==> src/rtl/vpg_mode_if.sv <==
// Mode-apply handshake bundle: mode requests in, PLL request/lock handshake,
// timing-generator load and status out.
interface vpg_mode_if;
  logic       vpg_mode_change;
  logic [3:0] vpg_mode;
  logic       pll_req;
  logic [3:0] pll_mode;
  logic       pll_ack;
  logic       pll_locked;
  logic       timing_load;
  logic [3:0] active_mode;
  logic       video_blank;
  logic       ready;
  logic       lock_err;

  modport master (
    output vpg_mode_change, vpg_mode, pll_ack, pll_locked,
    input  pll_req, pll_mode, timing_load, active_mode, video_blank, ready, lock_err
  );

  modport slave (
    input  vpg_mode_change, vpg_mode, pll_ack, pll_locked,
    output pll_req, pll_mode, timing_load, active_mode, video_blank, ready, lock_err
  );
endinterface

==> src/rtl/vpg_mode_apply.sv <==
// Video mode apply sequencer: blank video, reprogram the pixel PLL, wait for a
// stable lock, then pulse the timing generator to load the new mode.
module vpg_mode_apply #(
  parameter int unsigned BLANK_CYCLES = 16,
  parameter int unsigned LOCK_STABLE  = 8,
  parameter int unsigned LOCK_TIMEOUT = 65535,
  parameter int unsigned MAX_MODE     = 9,
  parameter int unsigned RESET_MODE   = 0
) (
  input  logic        clk,
  input  logic        reset_n,
  vpg_mode_if.slave   bus
);

  typedef enum logic [2:0] {S_IDLE, S_BLANK, S_REQ, S_WAIT_LOCK, S_LOAD} state_t;

  localparam logic [15:0] BLANK_LAST   = 16'(BLANK_CYCLES - 1);
  localparam logic [15:0] STABLE_LAST  = 16'(LOCK_STABLE - 1);
  localparam logic [15:0] TIMEOUT_LAST = 16'(LOCK_TIMEOUT - 1);
  localparam logic [3:0]  RESET_CODE   = 4'(RESET_MODE);

  state_t      r_state;
  logic [15:0] r_blank_cnt;
  logic [15:0] r_stable_cnt;
  logic [15:0] r_timeout_cnt;
  logic        r_pend_valid;
  logic [3:0]  r_pend_mode;
  logic        r_pll_req;
  logic [3:0]  r_pll_mode;
  logic        r_timing_load;
  logic [3:0]  r_active_mode;
  logic        r_video_blank;
  logic        r_ready;
  logic        r_lock_err;

  logic w_legal;
  assign w_legal = bus.vpg_mode_change && ({28'd0, bus.vpg_mode} <= MAX_MODE);

  assign bus.pll_req     = r_pll_req;
  assign bus.pll_mode    = r_pll_mode;
  assign bus.timing_load = r_timing_load;
  assign bus.active_mode = r_active_mode;
  assign bus.video_blank = r_video_blank;
  assign bus.ready       = r_ready;
  assign bus.lock_err    = r_lock_err;

  // Reset lands directly in BLANK so the reset mode is applied without a request.
  // NOTE: every register here is a control/state flop with a defined reset value;
  // there is no storage array, so nothing is left unreset.
  always_ff @(posedge clk or negedge reset_n) begin
    if (!reset_n) begin
      r_state       <= S_BLANK;
      r_blank_cnt   <= '0;
      r_stable_cnt  <= '0;
      r_timeout_cnt <= '0;
      r_pend_valid  <= 1'b0;
      r_pend_mode   <= '0;
      r_pll_req     <= 1'b0;
      r_pll_mode    <= RESET_CODE;
      r_timing_load <= 1'b0;
      r_active_mode <= RESET_CODE;
      r_video_blank <= 1'b1;
      r_ready       <= 1'b0;
      r_lock_err    <= 1'b0;
    end else begin
      // NOTE: non-blocking throughout; this default is overridden by the later
      // assignment on entry to LOAD, giving a single-cycle pulse.
      r_timing_load <= 1'b0;
      case (r_state)
        S_IDLE: begin
          if (w_legal) begin
            r_pll_mode    <= bus.vpg_mode;
            r_blank_cnt   <= '0;
            r_video_blank <= 1'b1;
            r_ready       <= 1'b0;
            r_state       <= S_BLANK;
          end
        end
        S_BLANK: begin
          if (w_legal) begin
            r_pll_mode  <= bus.vpg_mode;
            r_blank_cnt <= '0;
          end else if (r_blank_cnt == BLANK_LAST) begin
            r_pll_req <= 1'b1;
            r_state   <= S_REQ;
          end else begin
            r_blank_cnt <= r_blank_cnt + 16'd1;
          end
        end
        S_REQ: begin
          if (w_legal) begin
            r_pend_valid <= 1'b1;
            r_pend_mode  <= bus.vpg_mode;
          end
          if (bus.pll_ack) begin
            r_pll_req     <= 1'b0;
            r_stable_cnt  <= '0;
            r_timeout_cnt <= '0;
            r_state       <= S_WAIT_LOCK;
          end
        end
        S_WAIT_LOCK: begin
          if (w_legal) begin
            r_pend_valid <= 1'b1;
            r_pend_mode  <= bus.vpg_mode;
          end
          // Lock acceptance takes priority over a timeout in the same cycle.
          if (bus.pll_locked && (r_stable_cnt == STABLE_LAST)) begin
            r_active_mode <= r_pll_mode;
            r_timing_load <= 1'b1;
            r_lock_err    <= 1'b0;
            r_state       <= S_LOAD;
          end else if (r_timeout_cnt == TIMEOUT_LAST) begin
            r_lock_err <= 1'b1;
            r_pll_req  <= 1'b1;
            r_state    <= S_REQ;
          end else begin
            r_timeout_cnt <= r_timeout_cnt + 16'd1;
            r_stable_cnt  <= bus.pll_locked ? r_stable_cnt + 16'd1 : '0;
          end
        end
        S_LOAD: begin
          // A request arriving in this very cycle is the latest and wins.
          if (w_legal || r_pend_valid) begin
            r_pll_mode   <= w_legal ? bus.vpg_mode : r_pend_mode;
            r_pend_valid <= 1'b0;
            r_blank_cnt  <= '0;
            r_state      <= S_BLANK;
          end else begin
            r_video_blank <= 1'b0;
            r_ready       <= 1'b1;
            r_state       <= S_IDLE;
          end
        end
        default: begin
          r_pll_req     <= 1'b0;
          r_video_blank <= 1'b1;
          r_ready       <= 1'b0;
          r_state       <= S_BLANK;
        end
      endcase
    end
  end

endmodule

==> src/flat_wrapper.sv <==
// flat-port wrapper written by rule: the top's interface ports become plain ports
module vpg_mode_apply_flat 
#(
  parameter int unsigned BLANK_CYCLES = 16,
  parameter int unsigned LOCK_STABLE  = 8,
  parameter int unsigned LOCK_TIMEOUT = 65535,
  parameter int unsigned MAX_MODE     = 9,
  parameter int unsigned RESET_MODE   = 0
)
  (clk, reset_n, bus_vpg_mode_change, bus_vpg_mode, bus_pll_ack, bus_pll_locked, bus_pll_req, bus_pll_mode, bus_timing_load, bus_active_mode, bus_video_blank, bus_ready, bus_lock_err);
  vpg_mode_if bus_i ();
  input  logic clk;
  input  logic reset_n;
  input wire logic [$bits(bus_i.vpg_mode_change)-1:0] bus_vpg_mode_change;
  input wire logic [$bits(bus_i.vpg_mode)-1:0] bus_vpg_mode;
  input wire logic [$bits(bus_i.pll_ack)-1:0] bus_pll_ack;
  input wire logic [$bits(bus_i.pll_locked)-1:0] bus_pll_locked;
  output wire logic [$bits(bus_i.pll_req)-1:0] bus_pll_req;
  output wire logic [$bits(bus_i.pll_mode)-1:0] bus_pll_mode;
  output wire logic [$bits(bus_i.timing_load)-1:0] bus_timing_load;
  output wire logic [$bits(bus_i.active_mode)-1:0] bus_active_mode;
  output wire logic [$bits(bus_i.video_blank)-1:0] bus_video_blank;
  output wire logic [$bits(bus_i.ready)-1:0] bus_ready;
  output wire logic [$bits(bus_i.lock_err)-1:0] bus_lock_err;
  assign bus_i.vpg_mode_change = bus_vpg_mode_change;
  assign bus_i.vpg_mode = bus_vpg_mode;
  assign bus_i.pll_ack = bus_pll_ack;
  assign bus_i.pll_locked = bus_pll_locked;
  assign bus_pll_req = bus_i.pll_req;
  assign bus_pll_mode = bus_i.pll_mode;
  assign bus_timing_load = bus_i.timing_load;
  assign bus_active_mode = bus_i.active_mode;
  assign bus_video_blank = bus_i.video_blank;
  assign bus_ready = bus_i.ready;
  assign bus_lock_err = bus_i.lock_err;
  vpg_mode_apply #(.BLANK_CYCLES(BLANK_CYCLES), .LOCK_STABLE(LOCK_STABLE), .LOCK_TIMEOUT(LOCK_TIMEOUT), .MAX_MODE(MAX_MODE), .RESET_MODE(RESET_MODE)) u_core (.clk(clk), .reset_n(reset_n), .bus(bus_i));
endmodule
==> config.mk <==
export PLATFORM = sky130hd
export DESIGN_NAME = vpg_mode_apply_flat
export DESIGN_NICKNAME = d
export VERILOG_FILES = /design/src/rtl/vpg_mode_if.sv /design/src/rtl/vpg_mode_apply.sv /design/src/flat_wrapper.sv
export SDC_FILE = /design/constraint.sdc
export NUM_CORES = 1
export LEC_CHECK = 0
export ABC_CLOCK_PERIOD_IN_PS = 2450
export CAP_MARGIN = 20
export CORE_ASPECT_RATIO = 0.75
export CORE_MARGIN = 2
export CORE_UTILIZATION = 50
export DETAILED_ROUTE_END_ITERATION = 12
export PLACE_DENSITY_LB_ADDON = 0.25
export REMOVE_ABC_BUFFERS = 1
export SYNTH_ARGS = -nofsm -noshare
export SYNTH_HDL_FRONTEND = slang
export SYNTH_SLANG_ARGS = --single-unit
==> constraint.sdc <==
create_clock -name clk -period 2.45 [get_ports clk]
set_clock_uncertainty 0.15 [all_clocks]
set_input_delay 0.49 -clock clk [delete_from_list [all_inputs] [get_ports clk]]
set_output_delay 0.49 -clock clk [all_outputs]
set_load 0.03 [all_outputs]
# Word-level counts from Yosys, hierarchy flattened
# Cells that the tools add are included.
[totals]
register_bits = 69
inputBits = 9
output_inout_bits = 13
word_cells = 103
[op_classes]
n_addsub = 3
magnitude_cmp = 1
n_eq_ne = 20
n_mux = 42
bitwise_logic = 2
n_reduce_logical = 22
[op_table]
columns = ["operator", "count"]
rows = [
  ["two-way mux 16 bit", 10],
  ["case mux 16 bit (2 select lines)", 2],
  ["adder 16 x 1 -> 16 bit (second input constant)", 3],
  ["case mux 16 bit (3 select lines)", 1],
  ["two-way mux 3 bit", 6],
  ["equality test 16 bit (second input constant)", 1],
  ["equality test 16 x 3 -> 1 bit (second input constant)", 1],
  ["equality test 16 x 4 -> 1 bit (second input constant)", 1],
  ["case mux 3 bit (5 select lines)", 1],
  ["two-way mux 1 bit", 14],
  ["two-way mux 4 bit", 3],
  ["!= test 2 x 1 -> 1 bit (second input constant)", 6],
  ["!= test 2 bit (second input constant)", 5],
  ["AND reduction 3 bit", 3],
  ["case mux 4 bit (2 select lines)", 1],
  ["AND reduction 4 bit", 2],
  ["nonzero test 2 bit", 4],
  ["equality test 3 x 2 -> 1 bit (second input constant)", 2],
  ["case mux 1 bit (3 select lines)", 2],
  ["AND reduction 6 bit", 1],
  ["OR reduction 2 bit", 3],
  ["AND reduction 5 bit", 1],
  ["less-or-equal comparator 4 bit (second input constant)", 1],
  ["case mux 1 bit (4 select lines)", 1],
  ["other kinds (12)", 15],
]

# Longest topological paths before layout
[depth]
depth_word = 5
depth_mapped = 8
ltp_nobuf = 7

# Least setup slack after synthesis
# OpenSTA, ideal clock, no wires.
[synth_timing]
kind = "register to register"
startpoint = "reg u_core.r_stable_cnt[0]"
endpoint = "reg u_core.r_stable_cnt[6]"
setup_time_ns = 0.104
t_arrival_ns = 1.791
required_time_ns = 2.196
setup_slack_ns = 0.406
path_stages_with_launch = 7
path_buffers = 1
synth_period_minus_slack_ns = 2.044
path_cell_list = "dfrtp_1 ha_1 nor4bb_1 and4_2 or3_1 clkbuf_2 o41ai_2"
[synth_between]
elab_chain_cells = 5
elab_cells_between_ends = 9
cone_classes = "add/sub (1); eq/ne (2); mux (4); reduce/logical (2)"
[synth_lines]
columns = ["item", "line_no", "text"]
rows = [
  ["from (decl)", "vpg_mode_apply.sv:24", "logic [15:0] r_stable_cnt;"],
  ["from (signal assigned)", "vpg_mode_apply.sv:119", "r_stable_cnt <= bus.pll_locked ? r_stable_cnt + 16'd1 : '0;"],
  ["adder 16 x 1 -> 16 bit", "vpg_mode_apply.sv:119", ""],
  ["two-way mux 16 bit", "vpg_mode_apply.sv:119", ""],
  ["two-way mux 16 bit", "vpg_mode_apply.sv:113", "end else if (r_timeout_cnt == TIMEOUT_LAST) begin"],
  ["two-way mux 16 bit", "vpg_mode_apply.sv:108", "if (bus.pll_locked && (r_stable_cnt == STABLE_LAST)) begin"],
  ["case mux 16 bit (2 select lines)", "vpg_mode_apply.sv:69", "case (r_state)"],
]
# Several ways; a longest one is shown, not always the timed one. The select of a mux whose other input is x is not followed.
# A chain may end at the register's enable or synchronous reset.

# Worst setup path in the final report
[layout_timing]
startpoint = "in bus_pll_locked"
endpoint = "reg u_core.r_timeout_cnt[8]"
[layout_between]
elab_chain_cells = 3
[layout_lines]
columns = ["item", "line_no", "text"]
rows = [
  ["from (decl)", "flat_wrapper.sv:17", "input wire logic [$bits(bus_i.pll_locked)-1:0] bus_pll_locked;"],
  ["logical AND 1 bit", "vpg_mode_apply.sv:108", ""],
  ["!= test 2 bit (no source line)", "--", ""],
  ["AND reduction 4 bit (no source line)", "--", ""],
  ["to (signal assigned)", "vpg_mode_apply.sv:118", "r_timeout_cnt <= r_timeout_cnt + 16'd1;"],
  ["to (decl)", "vpg_mode_apply.sv:25", "logic [15:0] r_timeout_cnt;"],
]
# No other way between the ends.

==> impl_metrics.json <==
{
  "status": "finished clean",
  "seq_area_frac_synth": 0.461,
  "cts_buffer_depth": 2,
  "ys_warn_count": 0,
  "crit_type": "input pin to flop",
  "area_growth_pct": 17.4,
  "final_common_cell": "dfrtp_1",
  "worst-path-buf-inv": 1,
  "cts_tree": "built",
  "stdcell_count": 543,
  "drtIter0Drc": 166,
  "fin_crit_sh": 0.933,
  "antenna_found_initial": 0,
  "h-tree-depth": 3,
  "synthArstFlopShare": 1.00,
  "finalCriticalPeriod_ps": 2290,
  "dp.cells": 527,
  "cts.sinks": 69,
  "synth_edf_count": 0,
  "hp-class": "flop to flop",
  "routedWlPerCell_um": 16.1,
  "core_um2": 7300,
  "ios": 22,
  "ys.flop_type": "dfrtp_1",
  "clk_pin_slew_ps": 80,
  "met1Wirelength_mm": 4.32,
  "num_antenna_cells": 0,
  "nets": 451,
  "die_area_um2": 8220,
  "drcViolationCount": 0,
  "syn_avg_cell_area_um2": 9.33,
  "rsz0062_at_grt": "no",
  "cap_violations": 0,
  "ys_types": 60,
  "cts_buffers": 9,
  "drive_above_1_share": 0.143,
  "wirelength_mm": 8.74,
  "syn_area_um2": 3750,
  "synth_seq_cells": 69,
  "synth_top_area_share": 0.447,
  "power_leakage_nw": 1.85,
  "worstSkewPairLatency_ps": 360,
  "critical_path_required_ps": 2550,
  "routed.top_layer": "met4",
  "tightest_slew_ps": 554,
  "ant_nets": 0,
  "slew_headroom": 0.627,
  "grt_overflow": 0,
  "synth_top_cell_by_area": "dfrtp_1",
  "cellPowerDensity_nw_per_um2": 808,
  "core.rowCount": 27,
  "wl_met3_um": 381,
  "path_cells": "clkdlybuf4s50_1 > nor4b_1 > and4_2 > or3_1 > nor2_1 > a221o_1",
  "place.gp.congestion": 0.831,
  "final_cell_mix": "dfrtp_1, o21ai_0, nand2_1",
  "die_width_um": 104,
  "die_h_um": 79.0,
  "postCtsSetupBuffers": 0,
  "routed_via_density": 6.12,
  "grt_pass1_vias": 3162,
  "critPathArrivalTime_ps": 2390,
  "first_pass_iters": 5,
  "end_kind": "flop",
  "startpoint_type": "input pin",
  "via_count": 3323,
  "cpMaxStageDelayCell": "clkdlybuf4s50_1",
  "max-vdd-ir-drop_mv": 0.357,
  "synthCells": 402,
  "fmax_mhz": 437,
  "hpwlAfterDp_mm": 6.11,
  "grt_pass1_wl_mm": 15.1,
  "route.met2.wl_mm": 3.90,
  "drv_slew": 0,
  "finalSetupViolCount": 0,
  "max_stage_delay_ps": 470,
  "fin_util": 0.604,
  "cts-root-buf": "clkbuf_8",
  "cp_top_family": "simple AND/OR/NAND/NOR gates",
  "grt_max_degree": 28,
  "grt_usage": 0.228,
  "portBuffers": 21,
  "crit_fanout": 7,
  "start_util": 0.514,
  "hold_viol": 0,
  "synthTopCellsByArea": "dfrtp_1, o21ai_0, nand2_1"
}
[worst paths after layout]
| path | cells after the start | from | slack [ps] | to |
|---|---|---|---|---|
| hold / removal | 1 | u_core.r_timeout_cnt[14] | 340 | u_core.r_timeout_cnt[14] |
| setup / recovery | 6 | bus_pll_locked | 160 | u_core.r_timeout_cnt[8] |
| hold reg to reg | 1 | u_core.r_timeout_cnt[14] | 340 | u_core.r_timeout_cnt[14] |
| min in group asynchronous | 2 | reset_n | 470 | u_core.r_stable_cnt[12] |
| setup reg to reg | 6 | u_core.r_stable_cnt[0] | 170 | u_core.r_timeout_cnt[8] |
| max in group asynchronous | 3 | reset_n | 1020 | u_core.r_state[0] |
[flip-flops by register name, summed over array words and instances, names as in the netlist]
name and flops:
u_core.bus.active_mode 4, u_core.r_pend_valid 1, u_core.bus.lock_err 1, u_core.bus.timing_load 1
u_core.r_timeout_cnt 16, u_core.r_state 3, u_core.bus.video_blank 1, u_core.bus.pll_req 1
u_core.bus.ready 1, u_core.r_stable_cnt 16, u_core.bus.pll_mode 4, u_core.r_pend_mode 4
u_core.r_blank_cnt 16
[Yosys cell counts, types with 5 or more instances]
| cell type | count |
|---|---|
| a21oi_1 | 19 |
| nand2_1 | 36 |
| nand4_1 | 13 |
| nor4_1 | 9 |
| nor3_1 | 6 |
| dfrtp_1 | 67 |
| nor2_1 | 27 |
| inv_1 | 8 |
| buf_2 | 7 |
| o21ai_0 | 62 |
| a31oi_1 | 19 |
| and3_1 | 9 |
| o21a_1 | 6 |
| clkbuf_1 | 5 |
| o31ai_1 | 9 |
| mux2_2 | 8 |
| nand3_1 | 21 |
[metal layers]
metal / global-route usage / vias to the layer above
met2: 0.357 / 90
li1: - / 1578
met1: 0.319 / 1636
met5: 0 / -
met3: 0.0452 / 19
met4: 0.0784 / 0
[power by group]
part	leakage [nW]	switching, mW	internal [mW]	total (mW)
Combinational	0.812	0.556	0.413	0.969
Sequential	0.916	0.167	1.29	1.46
Clock	0.119	0.456	0.672	1.13
Total	1.85	1.18	2.38	3.56
[metrics by stage]
step	cell area [µm²]	total power [mW]	hold slack, ps	setup WS (ps)	setup TNS (ps)
final	4410	3.56	336	164	0
after floorplan	3620	2.06	44.4	166	0
after CTS	4400	3.57	334	82.8	0
after global placement	4150	2.41	323	-20.7	-89.2
after detailed placement	4150	2.44	322	-174	-1210
after global routing	4410	3.77	375	24.0	0
[kinds of logic after synthesis]
| logic type | synth area share |
|---|---|
| AO/OA/AOI/OAI | 0.228 |
| XOR/XNOR | 0.00233 |
| adder cells (fa/ha/maj) | 0.0133 |
| buffers and inverters | 0.0433 |
| flip-flops | 0.461 |
| multiplexers | 0.0347 |
| AND/OR/NAND/NOR | 0.217 |
[cell type report]
class,count,area [µm²]
fill,650,2890
multi-input combinational,305,1870
sequential,69,1730
timing repair buffer,45,413
tap,101,126
clock buffer,9,124
clock inverter,6,113
inverter,8,30.0
[timing repair]
action	in CTS	in global routing
endpoints found under the hold margin	16	0
hold buffers	1	0
setup endpoints to repair	0	7
gates resized for setup	0	2
(Power assumes the default switching activity.)
